[config.mk]
export PLATFORM = sky130hd
export DESIGN_NAME = master_spi4nano
export DESIGN_NICKNAME = d
export VERILOG_FILES = /design/src/rtl/nano_spi_pkg.sv /design/src/rtl/master_spi4nano_sck_timer.sv /design/src/rtl/master_spi4nano.sv
export SDC_FILE = /design/constraint.sdc
export NUM_CORES = 1
export LEC_CHECK = 0
export CORE_ASPECT_RATIO = 1.1
export CORE_MARGIN = 10
export CORE_UTILIZATION = 46
export CTS_CLUSTER_SIZE = 24
export DETAILED_ROUTE_END_ITERATION = 12
export GPL_ROUTABILITY_DRIVEN = 0
export PLACE_DENSITY = 0.79
export SLEW_MARGIN = 20
export SYNTH_ARGS = -nofsm -noshare
export SYNTH_HDL_FRONTEND = slang
export SYNTH_HIERARCHICAL = 1
export SYNTH_SLANG_ARGS = --single-unit
[constraint.sdc]
create_clock -name CLK -period 2.4 [get_ports CLK]
set_input_delay 0.6 -clock CLK [delete_from_list [all_inputs] [get_ports CLK]]
set_output_delay 0.6 -clock CLK [all_outputs]
set_load 0.01 [all_outputs]
[src/rtl/nano_spi_pkg.sv]
// Shared definitions for the Nano programming-port SPI: frame layout, master
// FSM encoding and the command bytes understood by the on-chip slave.
package nano_spi_pkg;

  localparam int CMD_W      = 8;
  localparam int ADD_W      = 16;
  localparam int DAT_W      = 16;
  localparam int FRAME_BITS = CMD_W + ADD_W + DAT_W;

  localparam logic [2:0] ST_IDLE     = 3'd0;
  localparam logic [2:0] ST_SETUP    = 3'd1;
  localparam logic [2:0] ST_SHIFT_LO = 3'd2;
  localparam logic [2:0] ST_SHIFT_HI = 3'd3;
  localparam logic [2:0] ST_HOLD     = 3'd4;
  localparam logic [2:0] ST_GAP      = 3'd5;

  localparam logic [CMD_W-1:0] CMD_NOP    = 8'h00;
  localparam logic [CMD_W-1:0] CMD_WRITE  = 8'h02;
  localparam logic [CMD_W-1:0] CMD_READ   = 8'h03;
  localparam logic [CMD_W-1:0] CMD_STATUS = 8'h05;

  function automatic logic [FRAME_BITS-1:0] pack_frame(
    input logic [CMD_W-1:0] c,
    input logic [ADD_W-1:0] a,
    input logic [DAT_W-1:0] d
  );
    return {c, a, d};
  endfunction

endpackage

[src/rtl/master_spi4nano_sck_timer.sv]
// SCK half-period timer plus frame bit counter for the Nano SPI master.
// Both count down; the FSM holds restart high while idle so every frame starts aligned.
module spi_sck_timer #(
  parameter int SCK_HALF   = 4,
  parameter int FRAME_BITS = 40
) (
  input  logic CLK,
  input  logic NRST,
  input  logic restart,
  input  logic bit_step,
  output logic phase_end,
  output logic bit_last
);

  localparam int CNT_W = $clog2(SCK_HALF) + 1;
  localparam int BIT_W = $clog2(FRAME_BITS);

  logic [CNT_W-1:0] half_cnt;
  logic [BIT_W-1:0] bit_cnt;

  always_ff @(posedge CLK or negedge NRST) begin
    if (!NRST) begin
      half_cnt <= CNT_W'(SCK_HALF - 1);
      bit_cnt  <= BIT_W'(FRAME_BITS - 1);
    end else begin
      if (restart || phase_end) half_cnt <= CNT_W'(SCK_HALF - 1);
      else                      half_cnt <= half_cnt - 1'b1;

      if (restart)       bit_cnt <= BIT_W'(FRAME_BITS - 1);
      else if (bit_step) bit_cnt <= bit_cnt - 1'b1;
    end
  end

  assign phase_end = (half_cnt == '0);
  assign bit_last  = (bit_cnt == '0);

endmodule

[src/rtl/master_spi4nano.sv]
// SPI mode-0 master driving the Nano programming port with one 40-bit frame per start.
//   state    | meaning
//   IDLE     | waiting for start, CS high
//   SETUP    | CS low, first bit on MOSI
//   SHIFT_LO | SCK low, MOSI presents current bit
//   SHIFT_HI | SCK high, MISO sampled on last cycle, register shifts
//   HOLD     | CS still low after the last SCK fall
//   GAP      | CS high before done
module master_spi4nano #(
  parameter int SCK_HALF   = 4,
  parameter int FRAME_BITS = nano_spi_pkg::FRAME_BITS
) (
  input  logic                           CLK,
  input  logic                           NRST,
  input  logic                           start,
  input  logic [nano_spi_pkg::CMD_W-1:0] cmd,
  input  logic [nano_spi_pkg::ADD_W-1:0] add,
  input  logic [nano_spi_pkg::DAT_W-1:0] wdata,
  output logic                           busy,
  output logic                           done,
  output logic [nano_spi_pkg::DAT_W-1:0] rdata,
  output logic                           SPI_CS,
  output logic                           SPI_SCK,
  output logic                           SPI_MOSI,
  input  logic                           SPI_MISO
);
  import nano_spi_pkg::*;

  logic [2:0]            state, state_nx;
  logic [FRAME_BITS-1:0] sreg;
  logic                  phase_end, bit_last, accept, fin_q, hi_end;

  // busy/done gate the accept so a start in the done cycle is dropped
  assign accept = (state == ST_IDLE) && start && !busy && !done;
  assign hi_end = (state == ST_SHIFT_HI) && phase_end;

  spi_sck_timer #(
    .SCK_HALF  (SCK_HALF),
    .FRAME_BITS(FRAME_BITS)
  ) u_timer (
    .CLK      (CLK),
    .NRST     (NRST),
    .restart  (state == ST_IDLE),
    .bit_step (hi_end),
    .phase_end(phase_end),
    .bit_last (bit_last)
  );

  always_comb begin
    state_nx = state;
    case (state)
      ST_IDLE:     if (accept)    state_nx = ST_SETUP;
      ST_SETUP:    if (phase_end) state_nx = ST_SHIFT_LO;
      ST_SHIFT_LO: if (phase_end) state_nx = ST_SHIFT_HI;
      ST_SHIFT_HI: if (phase_end) state_nx = bit_last ? ST_HOLD : ST_SHIFT_LO;
      ST_HOLD:     if (phase_end) state_nx = ST_GAP;
      ST_GAP:      if (phase_end) state_nx = ST_IDLE;
      default:                    state_nx = ST_IDLE;
    endcase
  end

  always_ff @(posedge CLK or negedge NRST) begin
    if (!NRST) state <= ST_IDLE;
    else       state <= state_nx;
  end

  // One register shifts the frame out and the reply in, so it ends holding the MISO bits
  always_ff @(posedge CLK or negedge NRST) begin
    if (!NRST)       sreg <= '0;
    else if (accept) sreg <= pack_frame(cmd, add, wdata);
    else if (hi_end) sreg <= {sreg[FRAME_BITS-2:0], SPI_MISO};
  end

  // Pins are registered from the state, which puts every edge one CLK after the FSM
  always_ff @(posedge CLK or negedge NRST) begin
    if (!NRST) begin
      SPI_CS   <= 1'b1;
      SPI_SCK  <= 1'b0;
      SPI_MOSI <= 1'b0;
      busy     <= 1'b0;
      fin_q    <= 1'b0;
      done     <= 1'b0;
      rdata    <= '0;
    end else begin
      SPI_CS   <= !(state inside {ST_SETUP, ST_SHIFT_LO, ST_SHIFT_HI, ST_HOLD});
      SPI_SCK  <= (state == ST_SHIFT_HI);
      SPI_MOSI <= (state inside {ST_SETUP, ST_SHIFT_LO, ST_SHIFT_HI}) ? sreg[FRAME_BITS-1] : 1'b0;
      busy     <= (state != ST_IDLE);
      fin_q    <= (state == ST_GAP) && phase_end;
      done     <= fin_q;
      if (fin_q) rdata <= sreg[DAT_W-1:0];
    end
  end

endmodule

==> impl_metrics.py, run 1 <==
metrics = {
    "outcome": {
        "outcome": "finished, final reports clean",
    },
    "die": {
        "start_util": 0.469,
        "dieWidth_microns": 100,
        "die-area_sq_mm": 0.0109,
        "core_sq_mm": 0.00697,
        "num_rows": 32,
        "pin_count": 65,
        "die_y_microns": 108,
    },
    "sta": {
        "drv_slew": 0,
        "relSlewSlack": 0.485,
        "fin_skew_ps": 6.96,
        "rsz0062_at_grt": "no",
        "period_share": 0.875,
        "tightest_slew_ps": 773,
        "hold_viol": 0,
        "setup_viol": 0,
        "fmax_mhz": 476,
        "fin_crit_ps": 2100,
        "fin_tns_setup_ps": 0,
    },
    "synthesis": {
        "synth_area_sq_mm": 0.00327,
        "synth_area_per_cell_sq_um": 12.7,
        "postSynth.asyncResetShare": 1.00,
        "synth_top_area_frac": 0.513,
        "ys.flop_type": "dfrtp_1",
        "synth.area.top_cells": "dfrtp_1 (51%), o32a_1 (10%), o21a_1 (8.0%)",
        "yosys.area.top_type": "dfrtp_1",
        "yosysSeqAreaShare": 0.570,
        "synthCells": 258,
        "synth-edff-count": 0,
        "synth_seq_cells": 74,
        "ys_warn_count": 6,
        "syn_nets": 306,
        "synth.distinct_cells": 42,
    },
    "route": {
        "drt_first_pass_iters": 4,
        "routedWlPerCell_microns": 17.7,
        "drtIter0Drc": 92,
        "drc": 0,
        "vias": 2335,
        "vias_per_cell": 5.65,
        "ant_nets": 0,
        "wirelength_mm": 7.30,
    },
    "placed_design": {
        "dp_hpwl_mm": 5.07,
        "place.port_buffers": 64,
        "place_inst": 397,
    },
    "clock_network": {
        "clkSinkCount": 74,
        "clk_pin_slew_ps": 80,
        "cts_root_buf": "clkbuf_8",
        "numCtsBuffers": 9,
        "cts_tree": "yes",
        "post-cts-setup-buffers": 0,
        "holdBufCountCts": 0,
        "clockBufferDepth": 2,
        "post_cts_resized": 0,
        "clock_latency_ps": 350,
        "cts.htree.levels": 3,
    },
    "critical_path": {
        "cp_max_fo": 5,
        "path_cells": "inv_1 > ha_1 > nor2b_1 > nand4b_2 > clkinv_1 > or3b_1 > o21ai_1 > or3b_1",
        "cp-end-kind": "flip-flop",
        "critPathArrivalTime_ps": 2370,
        "crit_slowest_cell": "dfstp_2",
        "cp_slowest_stage_delay_ps": 370,
        "crit_type": "flip-flop to flip-flop",
        "rr_startpoint": "u_timer/half_cnt[0]$_DFF_PN1_",
        "critical_path.top_delay_family": "simple AND/OR/NAND/NOR gates",
        "cpMostUsedCell": "or3b_1",
        "critPathRequiredTime_ps": 2670,
        "setup.worst_path.start": "u_timer/half_cnt[0]$_DFF_PN1_",
        "start_kind": "flip-flop",
        "path_buf_inv": 2,
    },
    "grt": {
        "grt_max_degree": 40,
        "grt_pass1_wl_mm": 12.2,
        "antenna_found_initial": 0,
        "gr-total-overflow": 0,
        "grt_pass1_vias": 2484,
        "grt_usage": 0.140,
    },
    "layout": {
        "layout_commonest_cell": "dfrtp_1",
        "layout_common_cells": "dfrtp_1 (67), clkdlybuf4s50_1 (63), o21a_1 (35), o32a_1 (34), mux2_2 (16)",
        "instances_no_fill": 413,
        "drive_gt1_frac": 0.162,
        "fin_nets": 371,
        "area_delta_synth_final_pct": 28.5,
        "n_antenna_cell": 0,
    },
    "hold_path": {
        "hp-class": "input port to asynchronous set/reset pin",
    },
    "power": {
        "finalPower_mw": 4.07,
        "peakVddDrop_uv": 440,
        "cellPowerDensity_mw_per_mm2": 970,
        "leakagePower_nw": 1.66,
    },
    "run": {
        "maxCapViolCount": 0,
    },
}
-- stage by stage --
stage	util	worst slack (ps)	hold WS (ps)	cell area, sq um
after floorplan	-	131	304	3270
after global placement	0.574	121	431	4000
after detailed placement	0.574	93.2	434	4000
after CTS	0.602	289	216	4200
after global routing	0.602	122	244	4200
final	0.602	301	201	4200
-- layer usage --
| metal | vias to the layer above | routed length (microns) | GRT usage |
|---|---|---|---|
| li1 | 1100 | - | - |
| met1 | 1165 | 3200 | 0.173 |
| met2 | 58 | 3600 | 0.224 |
| met3 | 12 | 382 | 0.0396 |
| met4 | 0 | 119 | 0.0636 |
| met5 | - | 0 | 0 |
-- flip-flops by register name, indices dropped and copies added, names as in the netlist, 3 cells and up --
name and count:
u_timer/bit_cnt 6, rdata 16, state 3, sreg 40, u_timer/half_cnt 3
-- cell usage after synthesis, types with 3 or more instances --
library cell / n
dfstp_2: 7
nand2_1: 14
o32a_1: 34
o21a_1: 35
nor2_1: 8
inv_1: 8
buf_2: 11
nor3_1: 5
ha_1: 4
o21ai_0: 3
a31oi_1: 4
clkbuf_1: 5
buf_6: 3
dfrtp_1: 67
mux2_2: 16
nand2b_1: 3
xnor2_1: 3
-- logic make-up (layout without fill, tap and decap cells) --
group,after synthesis,in the layout,synth area share
AO/OA/AOI/OAI,85,85,0.223
flip-flops,74,74,0.570
AND/OR/NAND/NOR,45,45,0.0801
buffers and inverters,30,100,0.0456
multiplexers,17,17,0.0582
adder cells (fa/ha/maj),4,4,0.0153
XOR/XNOR,3,3,0.00805
-- path summary, 6_finish.rpt --
check                                                 end  slack, ps  cells past startpoint
max reg2reg                u_timer/bit_cnt[5]$_DFFE_PN1P_        300                      8
max                        u_timer/bit_cnt[5]$_DFFE_PN1P_        300                      8
min                                       fin_q$_DFF_PN0_        200                      1
max in group asynchronous  u_timer/bit_cnt[1]$_DFFE_PN1P_       1570                      2
min in group CLK            u_timer/half_cnt[0]$_DFF_PN1_        450                      1
min reg2reg                 u_timer/half_cnt[0]$_DFF_PN1_        450                      1
-- worst reg2reg max path: stages (launching register included) --
cell	delay, ps
dfstp_2	370
inv_1	80
ha_1	170
nor2b_1	320
nand4b_2	170
clkinv_1	80
or3b_1	370
o21ai_1	120
or3b_1	350
-- cell type report --
class	count	area, sq um
sequential	74	1860
timing repair buffer	74	738
multi-input combinational	154	1260
fill	590	2770
clock inverter	2	35.0
inverter	10	37.5
tap	85	106
clock buffer	14	163
-- power by group --
part,internal (mW),switching [mW],total [mW]
combinational,0.620,0.510,1.13
clock,0.537,0.437,0.974
sequential,1.68,0.284,1.97
(Power assumes the default switching activity.)
==> run 2, diff against run 1 <==
clock period = 1.84 ns   (was 2.4 ns; I/O delays follow)
==> run 2 against run 1 <==
  * The run now ends with negative setup slack left
  * Largest cell class unchanged
  * Clock-buffer cell count shrank 3
  * Critical path depth is the same
  * Sequential power grew 31%
  * Non-clock buffer count grew 10
  * Power grew 34%
  * Utilization grew 2.5 points
==> impl_metrics.py, run 2 (synthesis gave the netlist of run 1 again) <==
metrics = {
    "clock_network": {
        "clkSinkCount": 74,
        "cts.htree.levels": 3,
        "clock_latency_ps": 350,
        "cts_tree": "yes",
        "cts_root_buf": "clkbuf_8",
        "clockBufferDepth": 2,
        "numCtsBuffers": 9,
        "clk_pin_slew_ps": 70,
    },
    "critical_path": {
        "cp_max_fo": 2,
        "critPathArrivalTime_ps": 2130,
        "critPathRequiredTime_ps": 2110,
        "crit_slowest_cell": "or3b_4",
        "cp-end-kind": "flip-flop",
        "start_kind": "flip-flop",
        "path_cells": "inv_2 > ha_4 > nor2b_4 > nand4b_4 > clkinv_8 > or3b_4 > o21ai_2 > or3b_1",
        "cp_slowest_stage_delay_ps": 380,
        "crit_type": "flip-flop to flip-flop",
    },
    "run": {
        "maxCapViolCount": 0,
    },
    "route": {
        "vias": 2383,
        "vias_per_cell": 5.63,
        "drtIter0Drc": 167,
        "drc": 0,
        "wirelength_mm": 7.29,
        "ant_nets": 0,
        "routedWlPerCell_microns": 17.2,
        "drt_first_pass_iters": 4,
    },
    "outcome": {
        "outcome": "finished, violations left",
        "violations": "negative setup slack",
    },
    "placed_design": {
        "place.port_buffers": 64,
        "dp_hpwl_mm": 5.18,
    },
    "power": {
        "leakagePower_nw": 1.74,
        "switching_power_mw": 1.71,
        "combPwrFrac": 0.307,
        "peakVddDrop_uv": 704,
        "p_int_mw": 3.76,
        "finalPower_mw": 5.47,
        "cellPowerDensity_mw_per_mm2": 1250,
        "swShare": 0.313,
        "power_frac_seq": 0.471,
        "clkPwrFrac": 0.222,
    },
    "layout": {
        "largest_register_ffs": 40,
        "layout_common_cells": "dfrtp_1 (67), clkdlybuf4s50_1 (62), o21a_1 (35), o32a_1 (34), mux2_2 (16)",
        "reg_top3": "sreg (40), rdata (16), u_timer/bit_cnt (6)",
        "final_util": 0.627,
        "n_antenna_cell": 0,
        "drive_gt1_frac": 0.213,
        "top_register": "sreg",
        "fin_nets": 381,
        "fillers": 554,
        "layout_commonest_cell": "dfrtp_1",
        "area_delta_synth_final_pct": 33.8,
    },
    "die": {
        "num_rows": 32,
        "dieWidth_microns": 100,
        "die_y_microns": 108,
        "die-area_sq_mm": 0.0109,
        "pin_count": 65,
        "core_sq_mm": 0.00697,
        "start_util": 0.469,
    },
    "sta": {
        "rsz0062_at_grt": "yes",
        "hold_viol": 0,
        "relSlewSlack": 0.743,
        "drv_slew": 0,
        "fmax_mhz": 538,
        "fin_crit_ps": 1860,
        "period_share": 1.01,
        "setup_viol": 1,
        "fin_ws_ps": -17.5,
        "tightest_slew_ps": 385,
        "fin_skew_ps": 8.43,
    },
    "hold_path": {
        "hp-class": "flip-flop to flip-flop",
    },
    "grt": {
        "grt_max_degree": 37,
        "antenna_found_initial": 0,
        "gr-total-overflow": 0,
        "grt_pass1_wl_mm": 12.0,
        "grt_usage": 0.136,
        "grt_pass1_vias": 2473,
    },
}
==> run 2: cell types whose count changed in the layout (fill, tap and decap cells not counted), moves of 2 or more <==
cell and change:
buf_4 +6, buf_12 +3, clkbuf_8 -2, clkinvlp_4 +2, inv_1 -2, inv_2 +2
==> run 2: stage by stage <==
stage	worst slack, ps	TNS (ps)	instances	hold slack, ps	area (sq um)
after floorplan	-136	-136	258	164	3310
after global placement	-202	-6810	405	355	4140
after detailed placement	-219	-7230	405	360	4140
after CTS	-5.58	-5.58	423	460	4340
after global routing	-112	-1680	423	468	4370
final	-17.5	-17.5	423	455	4370
==> run 2: final cells by class <==
type	instances	area, sq um	area share
Sequential cell	74	1860	0.426
Multi-Input combinational cell	154	1310	0.300
Tap cell	85	106	0.0243
Inverter	10	50.0	0.0115
Clock inverter	5	55.1	0.0126
Clock buffer	11	131	0.0301
Timing Repair Buffer	84	852	0.195
==> run 2: critical path: cells and delay by family, from the launching register on <==
family	cells	cell delay, ps
fa+ha+maj	1	130
simple gates	4	1050
flops	1	370
buf+inv	2	140
compound gates	1	100
==> run 2: routing by layer <==
layer  wire (microns)  global-route usage  up-vias
met5                0                   0        -
met2             3750               0.221       64
met1             3050               0.167     1194
met4               97              0.0414        0
met3              395              0.0479       11
li1                 -                   -     1114
==> run 2: worst paths after layout <==
| kind | start | cells after the start | slack, ps | end |
|---|---|---|---|---|
| worst min register to register | u_timer/half_cnt[0]$_DFF_PN1_ | 1 | 460 | u_timer/half_cnt[0]$_DFF_PN1_ |
| max in group asynchronous | NRST | 3 | 750 | busy$_DFF_PN0_ |
| worst max-delay path | u_timer/half_cnt[1]$_DFF_PN1_ | 8 | -20 | u_timer/bit_cnt[5]$_DFFE_PN1P_ |
| worst min-delay path | u_timer/half_cnt[0]$_DFF_PN1_ | 1 | 460 | u_timer/half_cnt[0]$_DFF_PN1_ |
| worst max register to register | u_timer/half_cnt[1]$_DFF_PN1_ | 8 | -20 | u_timer/bit_cnt[5]$_DFFE_PN1P_ |
| min in group asynchronous | NRST | 2 | 530 | u_timer/bit_cnt[4]$_DFFE_PN0P_ |
==> run 2: what timing repair did <==
item	in CTS	in global routing
endpoints found under the hold margin	11	0
gates resized for setup	1	5
endpoints found under the setup margin	2	36
hold buffers	1	0
pin swaps	1	0
setup buffers	1	0
==> run 2: power by group through the flow <==
stage / logic, mW / registers, mW / clock network, mW
after detailed placement: 1.67 / 2.60 / 0
after global placement: 1.61 / 2.58 / 0
final: 1.68 / 2.58 / 1.21
after global routing: 1.86 / 2.65 / 1.31
after CTS: 1.69 / 2.57 / 1.24
after floorplan: 1.13 / 2.50 / 0
